File: config.mk
export PLATFORM = sky130hd
export DESIGN_NAME = dmem_copy_engine
export DESIGN_NICKNAME = d
export VERILOG_FILES = /design/src/rtl/dmem_copy_engine.sv
export SDC_FILE = /design/constraint.sdc
export NUM_CORES = 1
export LEC_CHECK = 0
export CAP_MARGIN = 20
export CORE_MARGIN = 5
export CORE_UTILIZATION = 35
export CTS_BUF_LIST = sky130_fd_sc_hd__clkbuf_2 sky130_fd_sc_hd__clkbuf_4 sky130_fd_sc_hd__clkbuf_8
export DETAILED_ROUTE_END_ITERATION = 16
export GPL_TIMING_DRIVEN = 1
export PLACE_DENSITY = 0.69
export SLEW_MARGIN = 20
export SYNTH_ARGS = -nofsm -noshare
export SYNTH_HDL_FRONTEND = slang
export SYNTH_SLANG_ARGS = --single-unit
File: constraint.sdc
create_clock -name clk -period 4.15 [get_ports clk]
set_clock_uncertainty 0.1 [all_clocks]
set_input_delay 1.0375 -clock clk [delete_from_list [all_inputs] [get_ports clk]]
set_output_delay 1.0375 -clock clk [all_outputs]
set_load 0.1 [all_outputs]
File: src/rtl/dmem_copy_engine.sv
// Word-at-a-time data-memory copy/fill engine: one word per clock, ascending
// addresses wrapping at MEM_DEPTH, with a running word count and wrapping checksum.
module dmem_copy_engine #(
  parameter int MEM_DEPTH = 1024,
  parameter int WIDTH     = 32,
  parameter int ADDR_BITS = 10
) (
  input  logic                 clk,
  input  logic                 reset_b,
  input  logic                 start,
  input  logic                 mode,
  input  logic [WIDTH-1:0]     src_addr,
  input  logic [WIDTH-1:0]     dst_addr,
  input  logic [ADDR_BITS:0]   length,
  input  logic [WIDTH-1:0]     fill_data,
  input  logic                 abort,
  input  logic [WIDTH-1:0]     mem_read_data,
  output logic [WIDTH-1:0]     mem_read_addr,
  output logic [WIDTH-1:0]     mem_write_addr,
  output logic                 mem_write_en,
  output logic [WIDTH-1:0]     mem_write_data,
  output logic                 busy,
  output logic                 done,
  output logic                 aborted,
  output logic [ADDR_BITS:0]   words_done,
  output logic [WIDTH-1:0]     checksum
);

  localparam int LW = ADDR_BITS + 1;

  // Handshake: start is a single-cycle request honoured only in IDLE; there is
  // no back-pressure. done is a one-cycle pulse; abort acts only while busy.
  typedef enum logic [1:0] {IDLE, XFER, DONE} state_t;

  state_t               state;
  state_t               state_nx;
  logic                 mode_q;
  logic [ADDR_BITS-1:0] src_q;
  logic [ADDR_BITS-1:0] dst_q;
  logic [LW-1:0]        len_q;
  logic [WIDTH-1:0]     fill_q;
  logic [LW-1:0]        len_clamped;
  logic [ADDR_BITS-1:0] rd_off;
  logic [ADDR_BITS-1:0] wr_off;
  logic [WIDTH-1:0]     wdata;
  logic                 unused_addr_bits;

  // Only the word-address LSBs matter; the memory is a power-of-two ring.
  assign unused_addr_bits = ^{src_addr[WIDTH-1:ADDR_BITS], dst_addr[WIDTH-1:ADDR_BITS]};

  assign len_clamped = (length > LW'(MEM_DEPTH)) ? LW'(MEM_DEPTH) : length;
  assign rd_off      = src_q + words_done[ADDR_BITS-1:0];
  assign wr_off      = dst_q + words_done[ADDR_BITS-1:0];
  assign wdata       = mode_q ? fill_q : mem_read_data;

  always_comb begin
    state_nx = state;
    case (state)
      IDLE: begin
        if (start) state_nx = (len_clamped == '0) ? DONE : XFER;
      end
      XFER: begin
        if (abort)                             state_nx = IDLE;
        else if (words_done + LW'(1) == len_q) state_nx = DONE;
      end
      DONE:    state_nx = IDLE;
      default: state_nx = IDLE;
    endcase
  end

  // Outputs are gated by XFER so reset alone forces them to zero.
  always_comb begin
    busy           = (state == XFER);
    done           = (state == DONE);
    mem_write_en   = (state == XFER) && !abort;
    mem_read_addr  = '0;
    mem_write_addr = '0;
    mem_write_data = '0;
    if (state == XFER) begin
      mem_read_addr  = {{(WIDTH-ADDR_BITS){1'b0}}, rd_off};
      mem_write_addr = {{(WIDTH-ADDR_BITS){1'b0}}, wr_off};
      mem_write_data = wdata;
    end
  end

  always_ff @(posedge clk or negedge reset_b) begin
    if (!reset_b) begin
      state      <= IDLE;
      mode_q     <= 1'b0;
      src_q      <= '0;
      dst_q      <= '0;
      len_q      <= '0;
      fill_q     <= '0;
      aborted    <= 1'b0;
      words_done <= '0;
      checksum   <= '0;
    end else begin
      state <= state_nx;
      if (state == IDLE && start) begin
        mode_q     <= mode;
        src_q      <= src_addr[ADDR_BITS-1:0];
        dst_q      <= dst_addr[ADDR_BITS-1:0];
        len_q      <= len_clamped;
        fill_q     <= fill_data;
        aborted    <= 1'b0;
        words_done <= '0;
        checksum   <= '0;
      end else if (state == XFER) begin
        if (abort) begin
          aborted <= 1'b1;
        end else begin
          words_done <= words_done + LW'(1);
          checksum   <= checksum + wdata;
        end
      end
    end
  end

endmodule

### Word level (Yosys, flattened, before mapping)

Index checks and enable logic that the tools add are counted.

| word-level totals | value |
|---|---|
| memory bits (writable) | 0 |
| output and inout port bits | 143 |
| memories | 0 |
| ROM bits | 0 |
| latch bits | 0 |
| register bits | 110 |
| input port bits | 144 |
| word-level logic and storage cells | 49 |

| operators by class | value |
|---|---|
| equal/unequal tests | 6 |
| magnitude comparators | 1 |
| shifts and indexed selects | 0 |
| bitwise gates (word level) | 0 |
| reductions and logical operators | 10 |
| multiply operators | 0 |
| add/subtract/negate cells | 4 |
| mux-type cells | 19 |
| div/mod/pow operators | 0 |

Operators with widths:

| operator | count |
|---|---|
| 32-bit 2-to-1 mux | 5 |
| 11-bit 2-to-1 mux | 4 |
| 32-bit adder | 1 |
| 10-bit adder | 2 |
| 10-bit 2-to-1 mux | 2 |
| 11-bit by 1-bit adder with 11-bit output (second input constant) | 1 |
| 11-bit == test | 1 |
| 11-bit greater-than comparator (second input constant) | 1 |
| 11-bit logical NOT | 1 |
| 2-bit 2-to-1 mux | 4 |
| 2-bit AND reduction | 3 |
| 2-bit case mux with 2 select lines | 1 |
| 2-bit nonzero test | 2 |
| 1-bit 2-to-1 mux | 3 |
| 3-bit by 2-bit inequality test with 1-bit output (second input constant) | 1 |
| 2-bit by 1-bit == test with 1-bit output (second input constant) | 1 |
| 2-bit == test (second input constant) | 1 |
| 1-bit logical AND | 2 |
| 2-bit logical NOT | 1 |
| 2-bit by 1-bit inequality test with 1-bit output (second input constant) | 1 |
| 2-bit inequality test (second input constant) | 1 |
| 1-bit logical NOT | 1 |

### Depth between registers and ports, before layout

Gate-level depths: netlist of run 1.

| logic depth | value |
|---|---|
| depth after elaboration | 6 |
| depth in mapped cells | 13 |
| gate-level depth less buffers | 12 |

### Worst setup path before layout of run 1

OpenSTA, ideal clock, no wires.

| path | value |
|---|---|
| path type | register to output |
| start | reg words_done[0] |
| end | out mem_read_addr[8] |
| stages on the path, launching flop included | 12 |
| path slack | -1.700 ns |
| arrival time | 4.712 ns |
| required time | 3.013 ns |
| path through | dfrtp_1 -> ha_1 -> inv_1 -> fa_1 -> nor2b_1 -> o21ai_0 -> a21boi_0 -> o21ai_0 -> a21boi_0 -> o21a_1 -> nor3_1 -> nor3_1 |

| between the ends | value |
|---|---|
| longest elaborated chain between the ends | 2 |

Ends and longest elaborated chain:

| element | line | RTL |
|---|---|---|
| start: declaration | 25 | `output logic [ADDR_BITS:0] words_done,` |
| start signal: assignment | 112 | `words_done <= words_done + LW'(1);` |
| 10-bit adder | 52 | `assign rd_off = src_q + words_done[ADDR_BITS-1:0];` |
| 10-bit 2-to-1 mux | 79 | `if (state == XFER) begin` |
| end: declaration | 18 | `output logic [WIDTH-1:0] mem_read_addr,` |

Every way passes these cells.

### Worst setup path in the final report of run 1

Ends and elaborated chain as after synthesis.

==> results of run 1 <==
cell families (layout without fill, tap and decap cells):
group | Yosys count | in the layout | share of synthesized area [%]
other cells | 1 | 44 | 0.0476
flops | 110 | 110 | 35.0
compound gates | 189 | 189 | 15.4
simple gates | 403 | 403 | 22.9
xor+xnor | 50 | 50 | 5.56
mux | 34 | 34 | 4.82
fa+ha+maj | 53 | 53 | 8.71
buf+inv | 112 | 286 | 7.58
final timing paths:
path / to / slack, ns / start / depth (start not counted)
hold reg to reg: fill_q[20]$_DFFE_PN0P_ / 0.38 / fill_q[20]$_DFFE_PN0P_ / 2
setup / recovery: mem_read_addr[8] / 0.16 / words_done[0]$_DFFE_PN0P_ / 12
min in group asynchronous: len_q[8]$_DFFE_PN0P_ / 0.53 / reset_b / 1
hold / removal: fill_q[20]$_DFFE_PN0P_ / 0.38 / fill_q[20]$_DFFE_PN0P_ / 2
setup reg to reg: checksum[31]$_DFFE_PN0P_ / 0.57 / mode_q$_DFFE_PN0P_ / 13
max in group asynchronous: dst_q[2]$_DFFE_PN0P_ / 2.53 / reset_b / 2
timing repair:
action / CTS / global route
buffers inserted: 3 / 4
pin swaps: 3 / 3
setup endpoints to repair: 3 / 2
resized for setup: 3 / 9
routing by layer:
| metal | vias to the layer above | GRT usage (%) | wire length [um] |
|---|---|---|---|
| li1 | 3577 | - | - |
| met3 | 15 | 5.26 | 1810 |
| met5 | - | 0 | 0 |
| met4 | 0 | 3.40 | 191 |
| met1 | 3505 | 22.3 | 10300 |
| met2 | 221 | 31.6 | 11700 |
state kept, by name (all words and copies together) (netlist names):
name	cells
aborted	1
checksum	32
dst_q	10
fill_q	32
len_q	11
mode_q	1
src_q	10
state	2
words_done	11
worst max-delay path, stage by stage, from the launching register on:
cell      delay [ns]
dfrtp_4         0.52
ha_1            0.23
inv_1           0.07
fa_1            0.20
nor2b_2         0.06
o21ai_1         0.20
a21boi_2        0.10
o21ai_1         0.18
a21boi_1        0.10
o21a_1          0.19
o21a_1          0.20
nor3_4          0.21
buf_12          0.20
synth_stat cells, drive strengths merged (3+ instances only):
master  instances
a211oi          3
a21boi          4
a21o           10
a21oi          43
a22o            5
a31oi           8
and2           39
and3            7
buf            51
clkbuf         38
dfrtp         110
fa              3
ha             50
inv            23
mux2           31
mux2i           3
nand2         238
nand2b          6
nand3          16
nand3b         10
nand4           7
nor2           41
nor2b           9
nor3           19
nor4            4
o211ai          4
o21a            9
o21ai          69
o21bai          6
o311ai          3
o31ai           7
xnor2          31
xor2           19
power breakdown:
group | internal, uW | leakage, uW | total [uW] | switching, uW
Combinational | 2110 | 0.00354 | 6370 | 4260
Clock | 256 | 0.0000899 | 650 | 394
Sequential | 1410 | 0.00140 | 1670 | 253
Total | 3780 | 0.00502 | 8680 | 4900
area by class of cell:
class	instances	area, um^2	area share (%)
inverters	23	86.3	0.788
multi-input cells	773	4800	43.8
flip-flops and latches	110	2760	25.2
clock buffers	13	160	1.46
well taps	280	350	3.20
repair buffers	247	2780	25.4
clock inverters	3	20.0	0.183
per-stage QoR:
stage               power, uW  cell area, um^2  setup WS [ns]
floorplan                6170             8130         -0.263
global placement         7930            10700        -0.0436
CTS                      8710            10900        0.00167
finish                   8680            11000          0.157
detailed placement       8020            10700        -0.0893
global route             9210            11000         0.0143
==> results.cfg, run 1 <==
[status]
status = complete, no violations

[layout]
fin_cells = 1449
layout_commonest_cell = nand2_1
nNetsFinal = 1361
diodes = 0
drive_gt1_share_pct = 16.3
nFillCells = 2107
area_growth_pct = 39.3
layout_common_cells = 237 x nand2_1, 140 x clkdlybuf4s50_1, 107 x dfrtp_1
utilization_pct = 49.9

[floorplan]
dieArea_mm2 = 0.0256
rows = 54
io_pins = 287
die_h_um = 160
die-width_um = 160
start_util_pct = 35.8
core_area_mm2 = 0.0220

[route]
first_iter_violations = 301
first_pass_iters = 7
drc = 0
wl_per_cell_um = 16.5
ant_nets = 0
vias_per_cell = 5.05
vias = 7318
routed_wl_um = 24000

[clock_tree]
cts_root_buf = clkbuf_8
clk_pin_slew_ns = 0.10
cts.sinks = 110
cts_hold_buf = 0
clk_latency_ns = 0.40
cts_buffer_depth = 2
cts_inserted_buffers = 9
cts-htree-levels = 3
cts_tree = yes

[power_and_ir_drop]
leakage_uw = 0.00502
power_density_mw_per_mm2 = 792
ir_drop_mv = 0.620

[synth]
ys.flop_type = dfrtp_1
synth_edf_count = 0
synthCells = 952
yosysSeqAreaShare_pct = 35.0
synth_top_area_share_pct = 35.0
synth_area_mm2 = 0.00787
synth_area_leaders = dfrtp_1 35%, nand2_1 11%, ha_1 7.9%
ys_types = 61
synth_seq_cells = 110
synth_top_area_cell = dfrtp_1
ys_async_sr_fraction_pct = 100
yosys_warnings = 0
syn-mean-instance-area_um2 = 8.27

[sta]
maxSlewViolCount = 0
finalCritPeriodShare_pct = 96.2
slew_headroom_pct = 28.8
finalHoldViolations = 0
finalSetupViolCount = 0
max_freq_ghz = 0.250
setup_tns_ns = 0
rsz0062_at_grt = no
tightest_slew_ns = 1.06
fin_crit_ns = 3.99
hold_ws_ns = 0.381

[global_routing]
grt_usage_pct = 18.0
grt_pass1_vias = 7286
grt_max_degree = 49
grt_pass1_wl_um = 38000
overflow = 0
antenna_found_initial = 0

[critical_path]
path_class = reg -> out
crit_fanout = 3
startpoint_type = register
arrival_ns = 2.86
required_ns = 3.01
worst_setup_path_end_kind = output pin

[placed_design]
portBuffers = 198
hpwlAfterDp_um = 18200
routabilityCongestion = 0.829
dpl.cell_count = 1426

[job]
maxCapViolations = 0

[min_path]
hp-class = reg -> reg
(Power assumes the default switching activity.)
==> run 2, diff against run 1 <==
--- a/config.mk
+++ b/config.mk
@@ -5,6 +5,7 @@
 export SDC_FILE = /design/constraint.sdc
 export NUM_CORES = 1
 export LEC_CHECK = 0
+export ABC_AREA = 1
 export CAP_MARGIN = 20
 export CORE_MARGIN = 5
 export CORE_UTILIZATION = 35
==> results.cfg, run 2 <==
[critical_path]
crit_path_cell_trace = ha_1 > inv_1 > fa_1 > o21ai_0 > nand4_1 > nand3_1 > nand2_1 > nor2_2 > buf_12
cp_slowest_cell = dfrtp_2
crit_buf_inv = 2
required_ns = 3.01
path_class = reg -> out
critical-path-max-stage-delay_ns = 0.49
path_delay_family = adder cells
startpoint_type = register
worst_setup_path_end_kind = output pin
arrival_ns = 2.82
crit_fanout = 7

[floorplan]
core_area_mm2 = 0.0233
start_util_pct = 35.3
rows = 56
io_pins = 287
dieArea_mm2 = 0.0266
die_h_um = 163
die-width_um = 163

[layout]
diodes = 0
layout_common_cells = 493 x nand2_1, 138 x clkdlybuf4s50_1, 108 x dfrtp_1
utilization_pct = 47.0
multiInputGateArea_mm2 = 0.00486
area_growth_pct = 33.1
nFillCells = 2428
fin_cells = 1731
regArea_mm2 = 0.00276
final_cell_area_mm2 = 0.0109
nNetsFinal = 1604
drive_gt1_share_pct = 9.49
layout_commonest_cell = nand2_1
top_regs = checksum: 32 flops, fill_q: 32 flops

[sta]
max_freq_ghz = 0.253
maxSlewViolCount = 0
setup_tns_ns = 0
slew_headroom_pct = 29.6
rsz0062_at_grt = no
finalSetupViolCount = 0
finalCritPeriodShare_pct = 95.3
tightest_slew_ns = 1.05
fin_crit_ns = 3.96
finalHoldViolations = 0

[placed_design]
routabilityCongestion = 0.956
placed_cell_area_mm2 = 0.0107
hpwlAfterDp_um = 21900
portBuffers = 198
dpl.cell_count = 1715

[synth]
yosysMostFrequentCell = nand2_1
synth_top_family_by_area = simple AND/OR/NAND/NOR gates
synth_seq_cells = 110
synth_area_mm2 = 0.00822
ys_async_sr_fraction_pct = 100
syn-mean-instance-area_um2 = 6.72
yosysSeqAreaShare_pct = 33.5
ys.flop_type = dfrtp_1
ys_types = 38
synthCells = 1223
synth-compound-area-share_pct = 12.9
yosys_warnings = 0
yosys.area_share.simple_pct = 34.1
synth.area.mux_share_pct = 0.244
synth_top_cells_by_count = 493 x nand2_1, 110 x dfrtp_1, 93 x a21oi_1, 91 x inv_1, 78 x nor2_1
synth_top_area_share_pct = 33.5
synth_top_area_cell = dfrtp_1
synth_area_leaders = dfrtp_1 33%, nand2_1 23%, ha_1 7.6%
yosys.area_share.xor_xnor_pct = 0.853
synth_adder_area_share_pct = 8.34
synth_edf_count = 0

[global_routing]
grt_pass1_wl_um = 43600
antenna_found_initial = 2
grt_pass1_vias = 8113
grt_max_degree = 77
grt_usage_pct = 20.8
overflow = 0

[clock_tree]
cts_tree = yes
cts-htree-levels = 3
cts_root_buf = clkbuf_8
clk_latency_ns = 0.40
cts_inserted_buffers = 9
cts.sinks = 110
cts_buffer_depth = 2
clk_pin_slew_ns = 0.12

[route]
vias_per_cell = 4.88
wl_per_cell_um = 16.2
first_pass_iters = 5
routed_wl_um = 28000
drc = 0
ant_nets = 0
vias = 8451
first_iter_violations = 583

[min_path]
hp-class = reg -> reg

[job]
maxCapViolations = 0

[status]
status = complete, no violations
[run 2: cell count changes after synthesis, moves of 29 or more]
| cell | before | now |
|---|---|---|
| nor2_1 | 41 | 78 |
| nand2_1 | 238 | 493 |
| mux2_2 | 31 | 0 |
| nand3_1 | 16 | 62 |
| a21oi_1 | 43 | 93 |
| inv_1 | 22 | 91 |
| and2_1 | 39 | 1 |
| xnor2_1 | 31 | 2 |
[run 2: repair_timing]
action | 4_1_cts | 5_1_grt
gates resized for setup | 0 | 1
hold buffers | 0 | 0
endpoints found under the setup margin | 0 | 2
setup buffers | 0 | 0
hold endpoints to repair | 0 | 0
[run 2: routing by layer]
layer	wire, um	GRT usage, %
met5	29	0
met4	713	6.94
met3	2000	3.58
met2	12800	33.7
met1	12400	28.3
[run 2: worst reg2reg max path, stage by stage, from the launching register on]
cell and delay (ns):
dfrtp_1 0.44, inv_2 0.06, nor2_4 0.35, inv_2 0.44, nor2_4 0.62, inv_2 0.33
nand2_2 0.36, inv_2 0.33, a32o_1 0.31
[run 2: stage by stage]
step	worst slack, ns	hold WS (ns)
after floorplan	-0.108	0.334
after global placement	0.519	0.349
after detailed placement	0.510	0.359
after CTS	0.0914	0.387
after global routing	0.0129	0.406
final	0.193	0.383
[run 2: cell families (layout without fill, tap and decap cells)]
logic type      Yosys count  after routing
flops                   110            110
simple gates            682            682
compound gates          194            194
xor+xnor                  8              8
fa+ha+maj                53             53
buf+inv                 173            319
mux                       2              2
other cells               1             44
[run 2: area by class of cell]
type / instances / area share, %
flip-flops and latches: 110 / 25.2
clock inverters: 7 / 0.618
well taps: 319 / 3.65
repair buffers: 206 / 21.7
inverters: 97 / 3.33
multi-input cells: 983 / 44.4
clock buffers: 9 / 1.13
[run 2: path summary, 6_finish.rpt]
check                      slack, ns                        to  cells after the start                      start
min reg2reg                     0.38    fill_q[23]$_DFFE_PN0P_                      2     fill_q[23]$_DFFE_PN0P_
max                             0.19         mem_write_addr[8]                      9  words_done[0]$_DFFE_PN0P_
min                             0.38    fill_q[23]$_DFFE_PN0P_                      2     fill_q[23]$_DFFE_PN0P_
max reg2reg                     0.71   checksum[7]$_DFFE_PN0P_                      8       state[0]$_DFFE_PN0P_
max in group asynchronous       2.76    fill_q[14]$_DFFE_PN0P_                      2                    reset_b
min in group asynchronous       0.53  checksum[21]$_DFFE_PN0P_                      1                    reset_b
Power of run 2 is left out: the tool's default activity adds up to more than one toggle a clock period on the data nets, which glitch-free logic cannot reach.
